==> src/rtl/i2s_capture_pkg.sv <==
// i2s_capture_pkg: register map, bit positions and sequencer states for i2s_capture.
package i2s_capture_pkg;
    localparam logic [1:0] REG_CTRL   = 2'd0;
    localparam logic [1:0] REG_STATUS = 2'd1;
    localparam logic [1:0] REG_DATA   = 2'd2;
    localparam logic [1:0] REG_DIV    = 2'd3;
    localparam int CTRL_EN    = 0;
    localparam int CTRL_FLUSH = 1;
    localparam int CTRL_TH    = 8;
    localparam int ST_EMPTY   = 16;
    localparam int ST_FULL    = 17;
    localparam int ST_OVF     = 18;
    localparam int ENT_RIGHT  = 31;
    localparam int ENT_CH     = 28;
    typedef enum logic {SEQ_IDLE = 1'b0, SEQ_PUSH = 1'b1} seq_e;
endpackage

==> src/rtl/sync_fifo.sv <==
// sync_fifo: single-clock FIFO; a push while full succeeds only alongside a pop.
module sync_fifo #(
    parameter int DW    = 32,
    parameter int DEPTH = 64
) (
    input  logic                   ck,
    input  logic                   resetn,
    input  logic                   clr,
    input  logic                   push,
    input  logic                   pop,
    input  logic [DW-1:0]          din,
    output logic [DW-1:0]          dout,
    output logic                   full,
    output logic                   empty,
    output logic [$clog2(DEPTH):0] level
);
    localparam int AW = $clog2(DEPTH);
    logic [DW-1:0] mem_q [DEPTH];
    logic [AW-1:0] wp_q, rp_q;
    logic [AW:0]   cnt_q;
    logic          do_push, do_pop;
    assign full    = cnt_q == (AW+1)'(DEPTH);
    assign empty   = cnt_q == '0;
    assign level   = cnt_q;
    assign dout    = mem_q[rp_q];
    assign do_push = push && (!full || pop);
    assign do_pop  = pop && !empty;
    always_ff @(posedge ck or negedge resetn) begin
        if (!resetn) begin
            wp_q  <= '0;
            rp_q  <= '0;
            cnt_q <= '0;
        end else if (clr) begin
            wp_q  <= '0;
            rp_q  <= '0;
            cnt_q <= '0;
        end else begin
            if (do_push) wp_q <= wp_q + 1'b1;
            if (do_pop) rp_q <= rp_q + 1'b1;
            cnt_q <= cnt_q + (AW+1)'(do_push) - (AW+1)'(do_pop);
        end
    end
    always_ff @(posedge ck) begin
        if (do_push && !clr) mem_q[wp_q] <= din;
    end
endmodule

==> src/rtl/i2s_capture.sv <==
// i2s_capture: I2S master receiver with tagged sample FIFO on the PicoSoC iomem bus.
module i2s_capture
    import i2s_capture_pkg::*;
#(
    parameter logic [15:0] ADDR      = 16'h6000,
    parameter int          CHANNELS  = 4,
    parameter int          WIDTH     = 16,
    parameter int          DEPTH     = 64,
    parameter logic [7:0]  DIV_RESET = 8'd7
) (
    input  logic                ck,
    input  logic                resetn,
    input  logic                iomem_valid,
    output logic                iomem_ready,
    input  logic [3:0]          iomem_wstrb,
    input  logic [31:0]         iomem_addr,
    input  logic [31:0]         iomem_wdata,
    output logic [31:0]         iomem_rdata,
    output logic                i2s_sck,
    output logic                i2s_ws,
    input  logic [CHANNELS-1:0] i2s_d,
    output logic                irq
);
    localparam int CW = CHANNELS > 1 ? $clog2(CHANNELS) : 1;
    localparam int LW = $clog2(DEPTH) + 1;
    logic                             ready_q, en_q, ovf_q, ovf_d, sck_q, right_q;
    logic [7:0]                       thresh_q, div_q, cnt_q, divc;
    logic [5:0]                       b_q;
    logic [2:0]                       ch_q;
    logic [CHANNELS-1:0]              d_q;
    logic [CHANNELS-1:0][WIDTH-1:0]   sr_q, sr_d, hold_q;
    seq_e                             seq_q;
    logic                             sel, wr, flush, pop, push, ovf_clr, tick, cap, start;
    logic                             full, empty;
    logic [LW-1:0]                    level;
    logic [1:0]                       ra;
    logic [WIDTH-1:0]                 sample;
    logic [31:0]                      entry, status, dout;
    logic                             unused_ok;
    assign unused_ok = &{1'b0, iomem_addr[15:4], iomem_addr[1:0], iomem_wdata[31:19],
                         iomem_wdata[17:16], iomem_wstrb[3]};
    assign ra      = iomem_addr[3:2];
    assign sel     = iomem_valid && iomem_addr[31:16] == ADDR && !ready_q;
    assign wr      = ready_q && |iomem_wstrb;
    assign flush   = wr && ra == REG_CTRL && iomem_wstrb[0] && iomem_wdata[CTRL_FLUSH];
    assign ovf_clr = wr && ra == REG_STATUS && iomem_wstrb[2] && iomem_wdata[ST_OVF];
    assign pop     = ready_q && !(|iomem_wstrb) && ra == REG_DATA && !empty;
    assign push    = seq_q == SEQ_PUSH && !flush;
    assign divc    = div_q == 8'd0 ? 8'd1 : div_q;
    assign tick    = en_q && cnt_q == divc;
    assign cap     = tick && !sck_q && b_q[4:0] != 5'd0 && b_q[4:0] <= 5'(WIDTH);
    assign start   = tick && !sck_q && b_q[4:0] == 5'(WIDTH);
    assign i2s_sck = sck_q;
    assign i2s_ws  = b_q[5];
    assign iomem_ready = ready_q;
    assign sample  = hold_q[ch_q[CW-1:0]];
    assign irq     = ovf_q || (thresh_q != 8'd0 && 9'(level) >= 9'(thresh_q));
    // a full FIFO only overflows when no pop frees a slot in the same cycle
    assign ovf_d   = flush ? 1'b0 : (push && full && !pop) ? 1'b1 : ovf_clr ? 1'b0 : ovf_q;
    always_comb begin
        for (int i = 0; i < CHANNELS; i++) sr_d[i] = {sr_q[i][WIDTH-2:0], d_q[i]};
        entry = {{(32-WIDTH){sample[WIDTH-1]}}, sample};
        entry[ENT_RIGHT] = right_q;
        entry[ENT_CH +: 3] = ch_q;
        status = '0;
        status[8:0] = 9'(level);
        status[ST_EMPTY] = empty;
        status[ST_FULL] = full;
        status[ST_OVF] = ovf_q;
        iomem_rdata = !ready_q ? 32'd0 :
                      ra == REG_CTRL   ? {16'd0, thresh_q, 7'd0, en_q} :
                      ra == REG_STATUS ? status :
                      ra == REG_DATA   ? (empty ? 32'd0 : dout) : {24'd0, div_q};
    end
    always_ff @(posedge ck or negedge resetn) begin
        if (!resetn) begin
            ready_q  <= 1'b0;
            en_q     <= 1'b0;
            thresh_q <= 8'd0;
            div_q    <= DIV_RESET;
            ovf_q    <= 1'b0;
            d_q      <= '0;
        end else begin
            ready_q <= sel;
            ovf_q   <= ovf_d;
            d_q     <= i2s_d;
            if (wr && ra == REG_CTRL && iomem_wstrb[0]) en_q <= iomem_wdata[CTRL_EN];
            if (wr && ra == REG_CTRL && iomem_wstrb[1]) thresh_q <= iomem_wdata[CTRL_TH +: 8];
            if (wr && ra == REG_DIV && iomem_wstrb[0]) div_q <= iomem_wdata[7:0];
        end
    end
    always_ff @(posedge ck or negedge resetn) begin
        if (!resetn) begin
            cnt_q <= 8'd0;
            sck_q <= 1'b0;
            b_q   <= 6'd0;
            sr_q  <= '0;
        end else if (!en_q) begin
            cnt_q <= 8'd0;
            sck_q <= 1'b0;
            b_q   <= 6'd0;
            sr_q  <= '0;
        end else if (tick) begin
            cnt_q <= 8'd0;
            sck_q <= !sck_q;
            if (sck_q) b_q <= b_q + 6'd1;
            if (cap) sr_q <= sr_d;
        end else begin
            cnt_q <= cnt_q + 8'd1;
        end
    end
    // samples are snapshotted so a disable mid-PUSH cannot corrupt the entries
    always_ff @(posedge ck or negedge resetn) begin
        if (!resetn) begin
            seq_q   <= SEQ_IDLE;
            ch_q    <= 3'd0;
            right_q <= 1'b0;
            hold_q  <= '0;
        end else if (start) begin
            seq_q   <= SEQ_PUSH;
            ch_q    <= 3'd0;
            right_q <= b_q[5];
            hold_q  <= sr_d;
        end else if (seq_q == SEQ_PUSH) begin
            ch_q <= ch_q + 3'd1;
            if (ch_q == 3'(CHANNELS-1)) seq_q <= SEQ_IDLE;
        end
    end
    sync_fifo #(.DW(32), .DEPTH(DEPTH)) u_fifo (
        .ck    (ck),
        .resetn(resetn),
        .clr   (flush),
        .push  (push),
        .pop   (pop),
        .din   (entry),
        .dout  (dout),
        .full  (full),
        .empty (empty),
        .level (level)
    );
endmodule

==> config.mk <==
export PLATFORM = sky130hd
export DESIGN_NAME = i2s_capture
export DESIGN_NICKNAME = d
export VERILOG_FILES = /design/src/rtl/i2s_capture_pkg.sv /design/src/rtl/sync_fifo.sv /design/src/rtl/i2s_capture.sv
export SDC_FILE = /design/constraint.sdc
export NUM_CORES = 2
export LEC_CHECK = 0
export ABC_AREA = 1
export CORE_ASPECT_RATIO = 1.75
export CORE_UTILIZATION = 35
export DETAILED_ROUTE_END_ITERATION = 8
export GPL_TIMING_DRIVEN = 0
export RECOVER_POWER = 100
export SLEW_MARGIN = 0
export SYNTH_ARGS = -nofsm -noshare
export SYNTH_HDL_FRONTEND = slang
export SYNTH_HIERARCHICAL = 1
export SYNTH_SLANG_ARGS = --single-unit
export TNS_END_PERCENT = 10
==> constraint.sdc <==
create_clock -name ck -period 30.5 [get_ports ck]
set_input_delay 6.1 -clock ck [delete_from_list [all_inputs] [get_ports ck]]
set_output_delay 6.1 -clock ck [all_outputs]
set_load 0.005 [all_outputs]
==> metrics.cfg <==
[power]
power.internal_mw = 4.72
p_clk_share_pct = 42.2
p_seq_share_pct = 55.2
peakVddDrop_mv = 0.0451
p_leak_nw = 42.7
comb_power_share_pct = 2.6
p_sw_mw = 1.28
p_sw_share_pct = 21.4
p_total_mw = 6.00
power.density_nw_per_um2 = 56.3

[cells_and_area]
fin_util_pct = 39.7
fill_cells = 26100
drive_gt1_share_pct = 6.13
final_net_count = 9473
area_growth_pct = 12.8

[timing]
hold_viol_final = 0
setup_viol = 0
rsz0062_at_grt = no
final.setup.tns_ps = 0
finalClockSkew_ps = 61.4
worst_pin_slew_ps = 6020
relSlewSlack_pct = -301
max_freq_ghz = 0.0654
period_share_pct = 50.2
final_max_slew_viol_count = 3759
period_minus_slack_ps = 15300

[yosys]
yosys.area.top_type = edfxtp_1
ys.flop_type = edfxtp_1
synth.distinct_cells = 43
yosysWarningCount = 6
async_flop_share_pct = 8.33
ys_top_cells_by_area = edfxtp_1, nand2_1, nand3_1
ys_seq_area_share_pct = 70.0
synth_seq_cells = 2234
synth.most_common_cell = nand2_1
synth_top_cell_area_share_pct = 65.0
syn_area_um2 = 94600
postSynthCellCount = 8945
synth_edf_count = 2048
synth_nets = 9044
synth_area_per_cell_um2 = 10.6
synthTopCellsByCount = nand2_1, edfxtp_1, nand3_1

[worst_setup_path]
crit_path_max_incr_delay_ps = 4400
crit_buf_inv = 2
cp-end-kind = asynchronous set/reset pin
setup.worst_path.class = in2async
path_delay_family = buffers and inverters
start_kind = input pin
path_max_fanout = 117
cp_common_cell = clkbuf_1
r2r-start = ch_q[0]
crit_slowest_cell = clkbuf_1
cp.required_ps = 29160
startpoint = resetn
crit_chain = clkbuf_1 > clkbuf_1
arrival_ps = 13960

[place]
gp_congestion = 1.00
dp_hpwl_um = 269000
port_buffers = 81

[clock_tree]
clk_latency_ps = 900
cts_resized = 0
htreeDepth = 4
cts_tree = done
clk_pin_slew_ps = 70
numCtsBuffers = 198
holdBufCountCts = 0
cts_root_buf = clkbuf_16
cts_buffer_depth = 4
post_cts_buffers = 0
clkSinkCount = 2234

[route]
drc = 0
vias = 69300
drt-vias-per-instance = 5.29
antenna_left = 0
drtPass1Iterations = 8
wl_per_cell_um = 28.2
drtIter0Drc = 7998
wl_um = 370000

[grt]
antenna_found_initial = 29
grt_pass1_vias = 67700
grt_max_degree = 118
overflow = 0
grtUsageTotal_pct = 26.7
grt_pass1_wl_um = 508000

[floorplan]
rows = 252
boundaryPins = 111
die-area_um2 = 272000
core_um2 = 269000
die_x_um = 395
start_util_pct = 35.2
die_h_um = 690

[run_status]
status = finished, violations left
violations = max-capacitance violations, max-slew violations

[min_path]
hold_class = reg2reg
worstHoldStart = d_q[3]

[run]
maxCapViolations = 179

## layout make-up
cell class | instances | area [µm²] | area share, %
Clock buffer | 246 | 5310 | 4.97
Antenna cell | 14 | 35.0 | 0.0329
Multi-Input combinational cell | 5589 | 23700 | 22.2
Inverter | 621 | 2330 | 2.19
Buffer | 501 | 2330 | 2.19
Sequential cell | 2234 | 66200 | 62.0
Clock inverter | 104 | 977 | 0.916
Tap cell | 3556 | 4450 | 4.17
Timing Repair Buffer | 229 | 1360 | 1.28
## state kept, by name (all words and copies together), names as in the netlist
register / count
seq_q: 1
u_fifo/wp_q: 6
right_q: 1
iomem_ready: 1
d_q: 4
i2s_sck: 1
u_fifo/mem_q: 2048
u_fifo/rp_q: 6
ovf_q: 1
hold_q: 64
div_q: 8
u_fifo/level: 7
en_q: 1
ch_q: 3
b_q: 6
sr_d: 60
cnt_q: 8
thresh_q: 8
## cells in the final DEF (no fill, tap or decap), types with 6 or more instances in the layout
master	count
o21ai_1	11
dlygate4sd3_1	43
o21ai_0	352
o21bai_1	67
bufinv_16	17
or2_2	26
buf_2	222
xnor2_1	7
ha_1	23
diode_2	14
buf_6	8
clkbuf_16	201
nand3_1	985
o31ai_1	8
clkbuf_2	8
a21oi_1	204
clkinv_1	39
clkbuf_8	10
nor3_1	8
nand2_1	2931
nor2_1	921
buf_1	38
dfrtp_1	182
edfxtp_1	2048
inv_1	615
clkbuf_1	380
buf_4	28
clkdlybuf4s50_1	37
clkinv_2	31
nand4_1	18
clkinvlp_4	6
## per-stage QoR
stage	worst slack, ps	instance area (µm²)	instances	hold slack, ps
global placement	-20050	99800	12600	469
floorplan	1810	94600	8945	443
CTS	15570	110000	13100	492
global route	13220	107000	13100	532
detailed placement	15570	104000	12700	477
finish	15200	107000	13100	497
## path summary, 6_finish.rpt
path / cells after the start / slack [ps] / endpoint
setup / recovery: 2 / 15200 / ch_q[2]
hold / removal: 2 / 500 / sr_d[49]
setup reg to reg: 11 / 21080 / u_fifo/mem_q[13][26]
hold reg to reg: 2 / 500 / sr_d[49]
max in group ck: 7 / 15420 / iomem_rdata[24]
min in group asynchronous: 1 / 6940 / b_q[3]
## power by group through the flow
stage	registers (mW)	logic, mW	clock network, mW
after floorplan	3.37	0.0842	0
after global placement	3.38	0.154	0
after detailed placement	3.38	0.155	0
after CTS	3.31	0.156	2.55
after global routing	3.31	0.169	2.64
final	3.31	0.157	2.53
## logic make-up after synthesis
| group | share of synthesized area, % |
|---|---|
| adders and majority gates | 0.325 |
| buffers and inverters | 4.95 |
| muxes | 0.0238 |
| xor gates and xnor gates | 0.102 |
| and+or+nand+nor | 21.0 |
| AOI/OAI and AO/OA | 3.68 |
| DFF | 70.0 |
## per-layer routing
layer | GRT usage [%] | wire length [µm]
met1 | 26.7 | 116000
met2 | 47.6 | 185000
met3 | 4.15 | 27400
met4 | 24.2 | 41000
met5 | 0 | 77
## tightest hold or removal path: stages, from the launching register on
cell	delay, ps
dfrtp_1	360
nand2_1	60
nand2_1	50
Power figures use the tool's default switching activity.
